**config.mk**
```make
export PLATFORM = sky130hd
export DESIGN_NAME = conv_sched
export DESIGN_NICKNAME = d
export VERILOG_FILES = /design/src/rtl/conv_pkg.sv /design/src/rtl/conv_sched_fifo.sv /design/src/rtl/conv_sched.sv
export SDC_FILE = /design/constraint.sdc
export NUM_CORES = 1
export LEC_CHECK = 0
export BUFFER_PORTS_ARGS = -buffer_cell sky130_fd_sc_hd__buf_2
export CAP_MARGIN = 10
export CORE_UTILIZATION = 60
export DETAILED_ROUTE_END_ITERATION = 10
export GPL_TIMING_DRIVEN = 0
export HOLD_SLACK_MARGIN = 0.06
export PLACE_DENSITY = 0.82
export SLEW_MARGIN = 10
export SYNTH_ARGS = -nofsm -noshare
export SYNTH_HDL_FRONTEND = slang
export SYNTH_SLANG_ARGS = --single-unit
```
**constraint.sdc**
```tcl
create_clock -name clk -period 5.6 [get_ports clk]
set_input_delay 1.12 -clock clk [delete_from_list [all_inputs] [get_ports clk]]
set_output_delay 1.12 -clock clk [all_outputs]
set_load 0.01 [all_outputs]
```
**src/rtl/conv_pkg.sv**
```systemverilog
// rtl/conv_pkg.sv - shared types and defaults for the convolution lane sequencer
// Purpose: FSM state encoding, latency-pipe tag layout and default tree latency
//          used by conv_sched.
package conv_pkg;

  typedef enum logic [1:0] {
    IDLE  = 2'd0,
    RUN   = 2'd1,
    DRAIN = 2'd2,
    DONE  = 2'd3
  } sched_state_t;

  // One entry of the tree-latency shadow pipe: a real window is in the tree,
  // and whether it opens or closes a pixel's channel sequence.
  typedef struct packed {
    logic v;
    logic first;
    logic last;
  } lat_tag_t;

  localparam int TREE_LAT_DEFAULT = 4;

endpackage

```
**src/rtl/conv_sched_fifo.sv**
```systemverilog
// rtl/conv_sched_fifo.sv - synchronous output FIFO for finished pixel sums
// Purpose: WIDTH x DEPTH sync FIFO with occupancy count.
// Ports:
//   clk, rst        clock, synchronous active-low reset
//   push/push_data  write strobe and data
//   pop             read strobe (ignored when empty)
//   head_valid      FIFO non-empty
//   head_data       oldest entry (0 when empty)
//   count           current occupancy
module conv_sched_fifo #(
  parameter int WIDTH = 32,
  parameter int DEPTH = 8
) (
  input  logic                       clk,
  input  logic                       rst,
  input  logic                       push,
  input  logic [WIDTH-1:0]           push_data,
  input  logic                       pop,
  output logic                       head_valid,
  output logic [WIDTH-1:0]           head_data,
  output logic [$clog2(DEPTH+1)-1:0] count
);

  localparam int AW = (DEPTH > 1) ? $clog2(DEPTH) : 1;
  localparam int CW = $clog2(DEPTH + 1);

  logic [WIDTH-1:0] mem [DEPTH];
  logic [AW-1:0]    wr_ptr;
  logic [AW-1:0]    rd_ptr;
  logic             pop_ok;
  logic             push_ok;

  assign head_valid = (count != '0);
  assign pop_ok     = pop && head_valid;
  // A push into a full FIFO is only legal when a pop frees the slot.
  assign push_ok    = push && ((count != CW'(DEPTH)) || pop_ok);
  // Gate the head so the outputs read 0 whenever nothing is queued.
  assign head_data  = head_valid ? mem[rd_ptr] : '0;

  always_ff @(posedge clk) begin
    if (push_ok) begin
      mem[wr_ptr] <= push_data;
    end
  end

  always_ff @(posedge clk) begin
    if (!rst) begin
      wr_ptr <= '0;
      rd_ptr <= '0;
      count  <= '0;
    end else begin
      if (push_ok) begin
        wr_ptr <= (wr_ptr == AW'(DEPTH - 1)) ? '0 : wr_ptr + AW'(1);
      end
      if (pop_ok) begin
        rd_ptr <= (rd_ptr == AW'(DEPTH - 1)) ? '0 : rd_ptr + AW'(1);
      end
      if (push_ok && !pop_ok) begin
        count <= count + CW'(1);
      end else if (pop_ok && !push_ok) begin
        count <= count - CW'(1);
      end
    end
  end

endmodule

```
**src/rtl/conv_sched.sv**
```systemverilog
// rtl/conv_sched.sv - issue/accumulate sequencer for one convolution lane
// Purpose: accepts 3x3 windows, drives mul_valid into the adder tree, shadows
//          the tree latency, accumulates cfg_cin channels per pixel and queues
//          finished sums in a credit-gated output FIFO.
// Ports:
//   clk, rst              clock, synchronous active-low reset
//   cfg_start/cin/npix    job start pulse and configuration (IDLE only)
//   win_valid/win_ready   line-buffer window handshake
//   mul_valid             real window on the tree input this cycle
//   tree_dout             adder tree result
//   out_valid/data/ready  finished pixel stream
//   busy, done            job active, last-pixel pop pulse
// Build option: CONV_SCHED_RELU_EN clamps negative pushed sums to 0.
module conv_sched
  import conv_pkg::*;
#(
  parameter int WIDTH     = 32,
  parameter int TREE_LAT  = TREE_LAT_DEFAULT,
  parameter int OUT_DEPTH = 8,
  parameter int CNT_W     = 16
) (
  input  logic             clk,
  input  logic             rst,
  input  logic             cfg_start,
  input  logic [CNT_W-1:0] cfg_cin,
  input  logic [CNT_W-1:0] cfg_npix,
  input  logic             win_valid,
  output logic             win_ready,
  output logic             mul_valid,
  input  logic [WIDTH-1:0] tree_dout,
  output logic             out_valid,
  output logic [WIDTH-1:0] out_data,
  input  logic             out_ready,
  output logic             busy,
  output logic             done
);

  localparam int CW = $clog2(OUT_DEPTH + 1);

  sched_state_t     state, state_n;
  logic [CNT_W-1:0] cin_r, npix_r, ch_cnt, pix_cnt;
  logic [WIDTH-1:0] acc, sum, push_data;
  lat_tag_t         pipe [TREE_LAT];
  lat_tag_t         ex;
  logic [CW:0]      inflight_last, credit_sum;
  logic [CW-1:0]    fifo_count;
  logic             pipe_empty, credit_ok, issue, tag_first, tag_last;
  logic             push, pop;

  assign tag_first = (ch_cnt == '0);
  assign tag_last  = (ch_cnt == cin_r - CNT_W'(1));

  always_comb begin
    inflight_last = '0;
    pipe_empty    = 1'b1;
    for (int i = 0; i < TREE_LAT; i++) begin
      if (pipe[i].v) pipe_empty = 1'b0;
      if (pipe[i].v && pipe[i].last) inflight_last = inflight_last + (CW+1)'(1);
    end
  end

  // Every pixel closing in the tree will need a FIFO slot; reserve them now.
  assign credit_sum = (CW+1)'(fifo_count) + inflight_last;
  assign credit_ok  = (credit_sum < (CW+1)'(OUT_DEPTH));

  always_comb begin
    state_n = state;
    issue   = 1'b0;
    case (state)
      IDLE: begin
        if (cfg_start) state_n = (cfg_npix == '0) ? DONE : RUN;
      end
      RUN: begin
        issue = win_valid && credit_ok;
        if (issue && tag_last && (pix_cnt == npix_r - CNT_W'(1))) state_n = DRAIN;
      end
      DRAIN: begin
        if (pipe_empty && (fifo_count == '0)) state_n = DONE;
      end
      DONE:    state_n = IDLE;
      default: state_n = IDLE;
    endcase
  end

  assign win_ready = issue;
  assign mul_valid = issue;
  assign busy      = (state != IDLE);

  assign ex  = pipe[TREE_LAT-1];
  assign sum = ex.first ? tree_dout : acc + tree_dout;
`ifdef CONV_SCHED_RELU_EN
  assign push_data = sum[WIDTH-1] ? '0 : sum;
`else
  assign push_data = sum;
`endif
  assign push = ex.v && ex.last;
  assign pop  = out_valid && out_ready;

  // With the pipe empty in DRAIN nothing more can be pushed, so a pop of the
  // single remaining entry is the job's final pop. A zero-pixel job signals
  // completion from DONE instead.
  assign done = ((state == DRAIN) && pipe_empty && (fifo_count == CW'(1)) && pop)
             || ((state == DONE) && (npix_r == '0));

  always_ff @(posedge clk) begin
    if (!rst) begin
      state   <= IDLE;
      cin_r   <= '0;
      npix_r  <= '0;
      ch_cnt  <= '0;
      pix_cnt <= '0;
      acc     <= '0;
      for (int i = 0; i < TREE_LAT; i++) pipe[i] <= '0;
    end else begin
      state <= state_n;
      if ((state == IDLE) && cfg_start) begin
        cin_r   <= (cfg_cin == '0) ? CNT_W'(1) : cfg_cin;
        npix_r  <= cfg_npix;
        ch_cnt  <= '0;
        pix_cnt <= '0;
      end else if (issue) begin
        if (tag_last) begin
          ch_cnt  <= '0;
          pix_cnt <= pix_cnt + CNT_W'(1);
        end else begin
          ch_cnt <= ch_cnt + CNT_W'(1);
        end
      end
      pipe[0].v     <= issue;
      pipe[0].first <= issue && tag_first;
      pipe[0].last  <= issue && tag_last;
      for (int i = 1; i < TREE_LAT; i++) pipe[i] <= pipe[i-1];
      if (ex.v) acc <= sum;
    end
  end

  conv_sched_fifo #(
    .WIDTH (WIDTH),
    .DEPTH (OUT_DEPTH)
  ) u_fifo (
    .clk        (clk),
    .rst        (rst),
    .push       (push),
    .push_data  (push_data),
    .pop        (pop),
    .head_valid (out_valid),
    .head_data  (out_data),
    .count      (fifo_count)
  );

endmodule
```
# [After elaboration in Yosys (flattened, before gate mapping)]
# Memories as Yosys holds them, arrays and structs flattened. A register that Yosys moved wholly into a read port is not among the register bits.
# Cells that the tools add are included.
[word_totals] input_bits=69 word_cells=114 register_bits=108 mem_count=2 ramBits=268
[mem_list] name="u_fifo.mem" depth=8 width=32 rd=1 rd_ports_with_merged_regs=1 write_ports=1 line_no="conv_sched_fifo.sv:27" rtl="logic [WIDTH-1:0] mem [DEPTH];"
[mem_list] name="pipe" depth=4 width=3 rd=4 rd_ports_with_merged_regs=0 write_ports=4 line_no="conv_sched.sv:43" rtl="lat_tag_t pipe [TREE_LAT];"
[op_classes] n_reduce_logical=36 add_sub_neg=13 n_eq_ne=12 n_bitwise=7 order_cmp=1 mux=34
[op_table] cell="$logic_not A16 Y1" n=4
[op_table] cell="$mux W32" n=2
[op_table] cell="$add A16 B1 Y16 const B" n=2
[op_table] cell="$add A32 B32 Y32" n=1
[op_table] cell="$eq A16 B16 Y1" n=2
[op_table] cell="$mux W16" n=2
[op_table] cell="$sub A16 B1 Y16 const B" n=2
[op_table] cell="$mux W3" n=7
[op_table] cell="$logic_and A1 B1 Y1" n=20
[op_table] cell="$add A5 B1 Y5 const B" n=3
[op_table] cell="$mux W5" n=3
[op_table] cell="$mux W1" n=13
[op_table] cell="$mux W2" n=4
[op_table] cell="$mux W4" n=2
[op_table] cell="$pmux W2 S4" n=1
[op_table] cell="$add A3 B1 Y3 const B" n=2
[op_table] cell="$eq A3 B3 Y1 const B" n=2
[op_table] cell="$ne A2 B2 Y1 const B" n=3
[op_table] cell="$or A1 B1 Y1" n=6
[op_table] cell="$add A4 B5 Y5" n=1
[op_table] cell="$lt A5 B4 Y1 const B" n=1
[op_table] cell="$add A4 B1 Y4 const B" n=1
[op_table] cell="$eq A2 B2 Y1 const B" n=2
[op_table] cell="$eq A4 B1 Y1 const B" n=1
[op_table] cell="other kinds (13)" n=16

# [Longest topological paths before layout]
# Gate-level depths: netlist (run 1).
# An unclocked memory read counts as a cell.
[logic_depth] ltp_word=16 ltp_mapped=18 mapped_depth_nobuf=17

# [Hierarchy]
# From an unflattened synthesis (run 1), not the netlist that was laid out.
[hier_totals] hier_cells=1441 area_unflattened_um2=18163.7
[by_module_without_submodules] module="conv_sched_fifo" area_each_um2=10468.8 instances=1 cells_each=480 seq_area_each_um2=7947.6
[by_module_without_submodules] module="conv_sched" area_each_um2=7694.9 instances=1 cells_each=961 seq_area_each_um2=2202.1

# [Least setup slack after synthesis (run 1)]
# Ideal clock, no wire load.
[synth_path] path_type="in2reg" from="input port out_ready" to="memory u_fifo.mem[1][0] (enable)" path_slack_ns=1.294 arrival_time_ns=3.844 setup_time_ns=0.461 n_path_buf=0 stages=4 path_cell_list="nor4bb_1 -> nor2_1 -> nand2_1 -> nor3_1"
[synth_between] elab_chain_len=6
[synth_lines] element="start: declaration" line_no="conv_sched.sv:33" rtl="input logic out_ready,"
[synth_lines] element="$logic_and A1 B1 Y1" line_no="conv_sched.sv:97" rtl="assign pop = out_valid && out_ready;"
[synth_lines] element="$logic_and A1 B1 Y1" line_no="conv_sched_fifo.sv:34" rtl="assign pop_ok = pop && head_valid;"
[synth_lines] element="$logic_or A1 B1 Y1" line_no="conv_sched_fifo.sv:36" rtl="assign push_ok = push && ((count != CW'(DEPTH)) || pop_ok);"
[synth_lines] element="$logic_and A1 B1 Y1" line_no="conv_sched_fifo.sv:36"
[synth_lines] element="net u_fifo.push_ok" line_no="conv_sched_fifo.sv:31" rtl="logic push_ok;"
[synth_lines] element="$mux W1" line_no="conv_sched_fifo.sv:41" rtl="if (push_ok) begin"
[synth_lines] element="$mux W1 (not written as such)" line_no="conv_sched_fifo.sv:42" rtl="mem[wr_ptr] <= push_data;"
[synth_lines] element="end: declaration" line_no="conv_sched_fifo.sv:27"
# The timed path passes the listed nets, and every way through them passes these cells.

==> impl_results.md, run 1 <==
* Leakage power figure at 7.27 nW
* Status: finished clean
* Crit-path max FO at 11
* Leftover overflow at the end of global routing at 0
* Setup ws final at 733 ps
* DRC Markers at 0
* RSZ-0062 raised after global routing: false
* Net count of the mapped netlist at 1,552
* Number of max-slew violations in the final report at 0
* Worst-path clk slew at 60 ps
* Via count normalized by instance count at 6.28
* Post-route antenna net violation count at 0
* Sequential fraction of the synthesis area at 56.6%
* Routed Wire Length at about 45 mm
* Cell types with the largest area share after synthesis: edfxtp_1 43%, dfxtp_1 14%, mux4_2 8.0%
* TritonCTS sink count at ~380
* Wire length of the first global-routing pass at 69.0 mm
* Final number of setup-violating endpoints at 0
* Port Buffer Count at 105
* Hold slack final at 441 ps
* Switching share of total power at 30.0%
* Number of hold-repair buffers added at the cts stage at 0
* Worst Skew at 14.2 ps
* Required time at the worst-slack endpoint at 4480 ps
* TNS Setup at 0 ps
* Cell type with the highest aggregate area in the netlist: edfxtp_1
* Final non-filler cell total at 2,002
* Maximum number of pins on one net before global-route repair at 23
* Int Pwr at 5.26 mW
* Tcrit/Tclk final at 86.9%
* Type of the tightest min-delay check: flop to flop
* Post-CTS repair timing setup buffer count at 0
* Total power per unit cell area at approximately 370 nW/um^2
* Post-layout util at 70.3%
* DIE HEIGHT at 175 um
* Type of the worst setup path: flop to primary output
* Cell at the root of the clock tree: clkbuf_16
* Power share of the combinational group at 24.6%
* Deepest level of the CTS H-tree at 2
* Post-synthesis sequential element count at 379
* Achievable Freq at 205 MHz
* Final min period at 4870 ps
* Vias in the first global route at ~12,000
* Placement-stage cell area at 19,200 um^2
* Cell area after synthesis at 17,900 um^2
* Most common cell after layout, fill and taps aside: edfxtp_1
* CTS tree: built
* Placeable core region at 29,100 um^2
* Number of cells in the design after placement at ~1,900
* Last weighted congestion value of the routability-driven placer at 0.924
* Floorplan die area at 30,600 um^2
* Clock Power Share at 33.4%
* Yosys warns at 0
* Clock latency on the worst-skew pair at 530 ps
* Cell row count at 62
* Critical path endpoint category: primary output
* Effective utilization at floorplan at roughly three fifths
* Share of synthesized flip-flops with an asynchronous set or reset at 0%
* Proportion of netlist area held by the largest area contributor at 42.9%
* Post-cts resize count at 0
* Top flip-flop cell by instance count after synthesis: edfxtp_1
* Worst-Margin Slew at 1350 ps
* Worst-case setup slack after placement at 751 ps
* Maximum count of clock buffers along a single path at 3
* Antenna violations before repair at 3
* Ports at 106
* Number of instances in the synthesized netlist at 1,426
* Routed via count at 12,600
* Post-layout instance area at 20,500 um^2
* Number of clock buffers inserted by TritonCTS at 39
* Max Cap Viol at 0
* Netlist cell types at 85
* Final Power at around 7.5 mW
* Worst slew margin relative to its limit at 8.99%
* HPWL Detailed at 30.9 mm
* Power dissipated by switching net loads at between 2 and 2.5 mW
* Critical path data arrival time at 3750 ps
* Length of the first detailed-routing pass in iterations at 5
* Layout cells sized above 1 at 18.3%
* Number of DRC violations after detailed-routing iteration 0 at roughly 1,100
* Number of enable-type register cells in the synthesized netlist at 256
* Average size of a mapped cell at 12.6 um^2
* Die boundary width at 175 um
* Final hold vios at 0
* Max VDD drop at 0.274 mV
* Wire length per cell at about 22 um
* Most used cells in the layout excluding fill and tap cells: 256 x edfxtp_1, 127 x nor2_1, 123 x dfxtp_1
* Net count, final at 1,712
* Power share of the sequential group at 42.0%
* Crit start category: flop
* Tot GR Track Use at 29.5%
* Layout overhead on the synthesized area at 14.0%
## layer usage
metal	track usage [%]	vias up	routed length, um
met5	0	-	13
met4	8.84	2	1180
met3	5.00	97	3320
met2	52.1	550	22700
met1	37.3	6216	17800
li1	-	5713	-
## flip-flops by register name, indices dropped and copies added, names as in the netlist, 4 cells and up, named ones only
signal / cells
acc: 32
ch_cnt: 16
cin_r: 16
npix_r: 16
pipe: 12
pix_cnt: 16
u_fifo.count: 4
u_fifo.mem: 256
## cell type report
type	count	area, um^2
Clock inverter	17	156
Fill cell	1994	8640
Buffer	72	300
Tap cell	384	480
Inverter	31	116
Multi-Input combinational cell	944	7440
Antenna cell	2	5.00
Sequential cell	379	10100
Clock buffer	54	1060
Timing Repair Buffer	119	747
## power groups by stage
stage | clock [mW] | combinational (mW) | sequential (mW)
after floorplan | 0 | 1.27 | 3.19
after global placement | 0 | 1.77 | 3.21
after detailed placement | 0 | 1.82 | 3.22
after CTS | 2.53 | 1.85 | 3.16
after global routing | 2.64 | 2.01 | 3.17
final | 2.52 | 1.85 | 3.16
## cells in the mapped netlist, types with 24 or more instances
| cell type | n |
|---|---|
| o21ai_0 | 68 |
| mux4_2 | 64 |
| a22o_1 | 24 |
| a21oi_1 | 57 |
| edfxtp_1 | 256 |
| ha_1 | 56 |
| xor2_1 | 44 |
| mux2i_1 | 53 |
| inv_1 | 29 |
| nand2_1 | 106 |
| nor2_1 | 133 |
| clkbuf_1 | 50 |
| dfxtp_1 | 123 |
| xnor2_1 | 49 |
## path summary, 6_finish.rpt
kind                    start  slack [ps]  cells past startpoint    endpoint
setup / recovery  pipe[0][11]         730                     12   win_ready
hold / removal     pipe[0][4]         440                      1  pipe[0][7]
setup reg to reg  pipe[0][11]        1400                     15  ch_cnt[15]
hold reg to reg    pipe[0][4]         440                      1  pipe[0][7]
## worst max-delay path, stage by stage (launching register included)
cell,delay (ps)
dfxtp_1,320
clkbuf_1,380
clkbuf_1,530
nand3_1,170
xor2_1,210
ha_1,190
nor4b_1,230
nand2_1,80
a41oi_1,330
and2_1,220
buf_2,280
buf_4,160
buf_2,110
## cells by family after synthesis
group / Yosys count / synth area share, %
compound gates: 240 / 8.80
mux: 121 / 11.2
xor+xnor: 94 / 4.67
buf+inv: 103 / 2.32
flops: 379 / 56.6
simple gates: 431 / 12.3
other cells: 1 / 0.0209
fa+ha+maj: 57 / 4.02
No activity file was read; power rests on OpenSTA's default activity.
==> inputs of run 2 (changes only) <==
--- a/config.mk
+++ b/config.mk
@@ -9,3 +9,3 @@
 export CAP_MARGIN = 10
-export CORE_UTILIZATION = 60
+export CORE_UTILIZATION = 35
 export DETAILED_ROUTE_END_ITERATION = 10
@@ -13,3 +13,3 @@
 export HOLD_SLACK_MARGIN = 0.06
-export PLACE_DENSITY = 0.82
+export PLACE_DENSITY = 0.54
 export SLEW_MARGIN = 10
==> constraint.sdc (replaced) <==
create_clock -name clk -period 5.6 [get_ports clk]
set_input_delay 1.68 -clock clk [delete_from_list [all_inputs] [get_ports clk]]
set_output_delay 1.68 -clock clk [all_outputs]
set_load 0.01 [all_outputs]
==> run 2 against run 1 <==
Against the previous run: non-clock buffer count is 1 higher; count of clock-buffer cells in the layout shrank 6; register-to-register slack improved by 270 ps; sequential share of layout area is 1.2 points lower; final area grew 2.5%; first-iteration DRC count down 26%; global-route usage is 12 points lower; critical endpoint unchanged; highest routed layer unchanged.
==> impl_results.md, run 2 (same netlist as run 1, synthesis figures left out) <==
* Status: finished clean
* Net count, final at between 1,500 and 2,000
* CTS tree: built
* Deepest level of the CTS H-tree at 2
* Crit-path max FO at 11
* Port Buffer Count at between 100 and 150
* Number of inserted filler cells in the final layout at 4,731
* RSZ-0062 raised after global routing: false
* Largest registers: u_fifo.mem x256, acc x32
* Setup ws final at 370 ps
* Final min period at 5230 ps
* Critical path, cell by cell: nand2_1, ha_1, xnor2_1, ha_1, nand3_1, xor2_1, ha_1, nor4b_1, nand2_1, a41oi_2, and2_1, buf_2, buf_4, buf_2
* Worst path slowest cell: ha_1
* Leftover overflow at the end of global routing at 0
* HPWL Detailed at 32.1 mm
* Number of clock buffers inserted by TritonCTS at 42
* Placeable core region at 50,400 um^2
* Critical path buffers and inverters at 3
* Required time at the worst-slack endpoint at about 3900 ps
* Routed Wire Length at 45.7 mm
* Cell mode on critical path: ha_1
* Post-route antenna net violation count at 0
* Wire length of the first global-routing pass at 70.4 mm
* Total power per unit cell area at 370 nW/um^2
* Number of cells in the design after placement at 2,218
* Worst-path clk slew at 60 ps
* TNS Setup at 0 ps
* Layout overhead on the synthesized area at 16.9%
* Tcrit/Tclk final at 93.4%
* Number of max-slew violations in the final report at 0
* DRC Markers at 0
* Routed via count at 12,100
* Cell row count at 82
* Final Power at between 7 and 8 mW
* Wire length per cell at 19.9 um
* Crit path largest cell delay at between 300 and 400 ps
* Multi-input gate area in the final layout at 7440 um^2
* Length of the first detailed-routing pass in iterations at 5
* Post-CTS repair timing setup buffer count at 0
* TritonCTS sink count at 379
* Final number of setup-violating endpoints at 0
* Effective utilization at floorplan at 35.6%
* Via count normalized by instance count at between 5 and 6
* Worst-Margin Slew at 1380 ps
* Number of DRC violations after detailed-routing iteration 0 at 839
* Leakage power figure at between 7 and 8 nW
* Critical path endpoint category: primary output
* Worst Skew at ~13 ps
* Storage cell area at 10,100 um^2
* Worst slew margin relative to its limit at 7.07%
* Most common cell after layout, fill and taps aside: edfxtp_1
* Worst-case setup slack after placement at 388 ps
* Tot GR Track Use at approximately 18%
* Setup slack on the worst flop-to-flop path at 1670 ps
* Crit start category: flop
* Most used cells in the layout excluding fill and tap cells: 256 x edfxtp_1, 127 x nor2_1, 123 x dfxtp_1
* Die boundary width at 228 um
* Type of the worst setup path: flop to primary output
* Max Cap Viol at 0
* Max VDD drop at 0.264 mV
* Floorplan die area at 52,200 um^2
* Number of hold-repair buffers added at the cts stage at 0
* Ports at 106
* Clock latency on the worst-skew pair at 570 ps
* Max FFs per register at 256
* Cell at the root of the clock tree: clkbuf_16
* Maximum number of pins on one net before global-route repair at 21
* Last weighted congestion value of the routability-driven placer at 0.906
* Vias in the first global route at 12,100
* Achievable Freq at 191 MHz
* Most flop-heavy register: u_fifo.mem
* Antenna violations before repair at 4
* Top delay family on crit path: simple AND/OR/NAND/NOR gates
* Type of the tightest min-delay check: flop to flop
* Maximum count of clock buffers along a single path at 3
* Layout cells sized above 1 at 19.0%
* DIE HEIGHT at around 230 um
* Critical path data arrival time at 3550 ps
* Final non-filler cell total at approximately 2,300
* Post-layout util at 41.6%
* Final hold vios at 0
[run 2: metal layers]
layer | wire, um | track usage (%)
met5 | 26 | 0
met3 | 2140 | 3.08
met2 | 21600 | 28.9
met4 | 867 | 4.43
met1 | 21000 | 23.8
[run 2: area by class of cell]
type	instances	area share, %
diodes	1	0.0119
plain buffers	72	1.44
clock buffers	48	5.22
clock inverters	30	1.27
inverters	31	0.555
multi-input cells	944	35.5
flip-flops and latches	379	48.4
well taps	672	4.01
repair buffers	120	3.60
[run 2: through the flow]
| step | cell area (um^2) | hold slack, ps |
|---|---|---|
| final | 21000 | 431 |
| after CTS | 21000 | 435 |
| after floorplan | 17900 | 412 |
| after detailed placement | 19600 | 421 |
| after global placement | 19300 | 420 |
| after global routing | 21000 | 450 |
[run 2: path summary, 6_finish.rpt]
kind / endpoint / cells past startpoint / startpoint
setup / recovery: win_ready / 14 / pipe[0][2]
hold / removal: pipe[0][10] / 1 / pipe[0][7]
setup reg to reg: ch_cnt[15] / 17 / pipe[0][2]
hold reg to reg: pipe[0][10] / 1 / pipe[0][7]
[run 2: repair_timing]
| action | CTS | global route |
|---|---|---|
| setup endpoints to repair | 2 | 2 |
| gates resized for setup | 1 | 3 |
| pin swaps | 0 | 0 |
[run 2: where the power goes]
group / leakage [nW] / internal, mW / switching (mW) / total [mW]
clock: 0.665 / 1.56 / 1.18 / 2.74
combinational: 3.38 / 0.774 / 1.07 / 1.85
sequential: 3.30 / 3.07 / 0.0869 / 3.16
total: 7.34 / 5.41 / 2.34 / 7.75
[run 2: worst register-to-register path: stages, from the launching register on]
cell and delay, ps:
dfxtp_1 340, nand2_1 100, ha_1 350, xnor2_1 180
ha_1 160, nand3_1 100, xor2_1 210, ha_1 190
nor4b_1 240, nand2_1 100, a41oi_2 270, and2_1 200
buf_2 280, and4_1 220, clkbuf_1 240, nand2_1 180
or3_1 370, a21oi_1 130
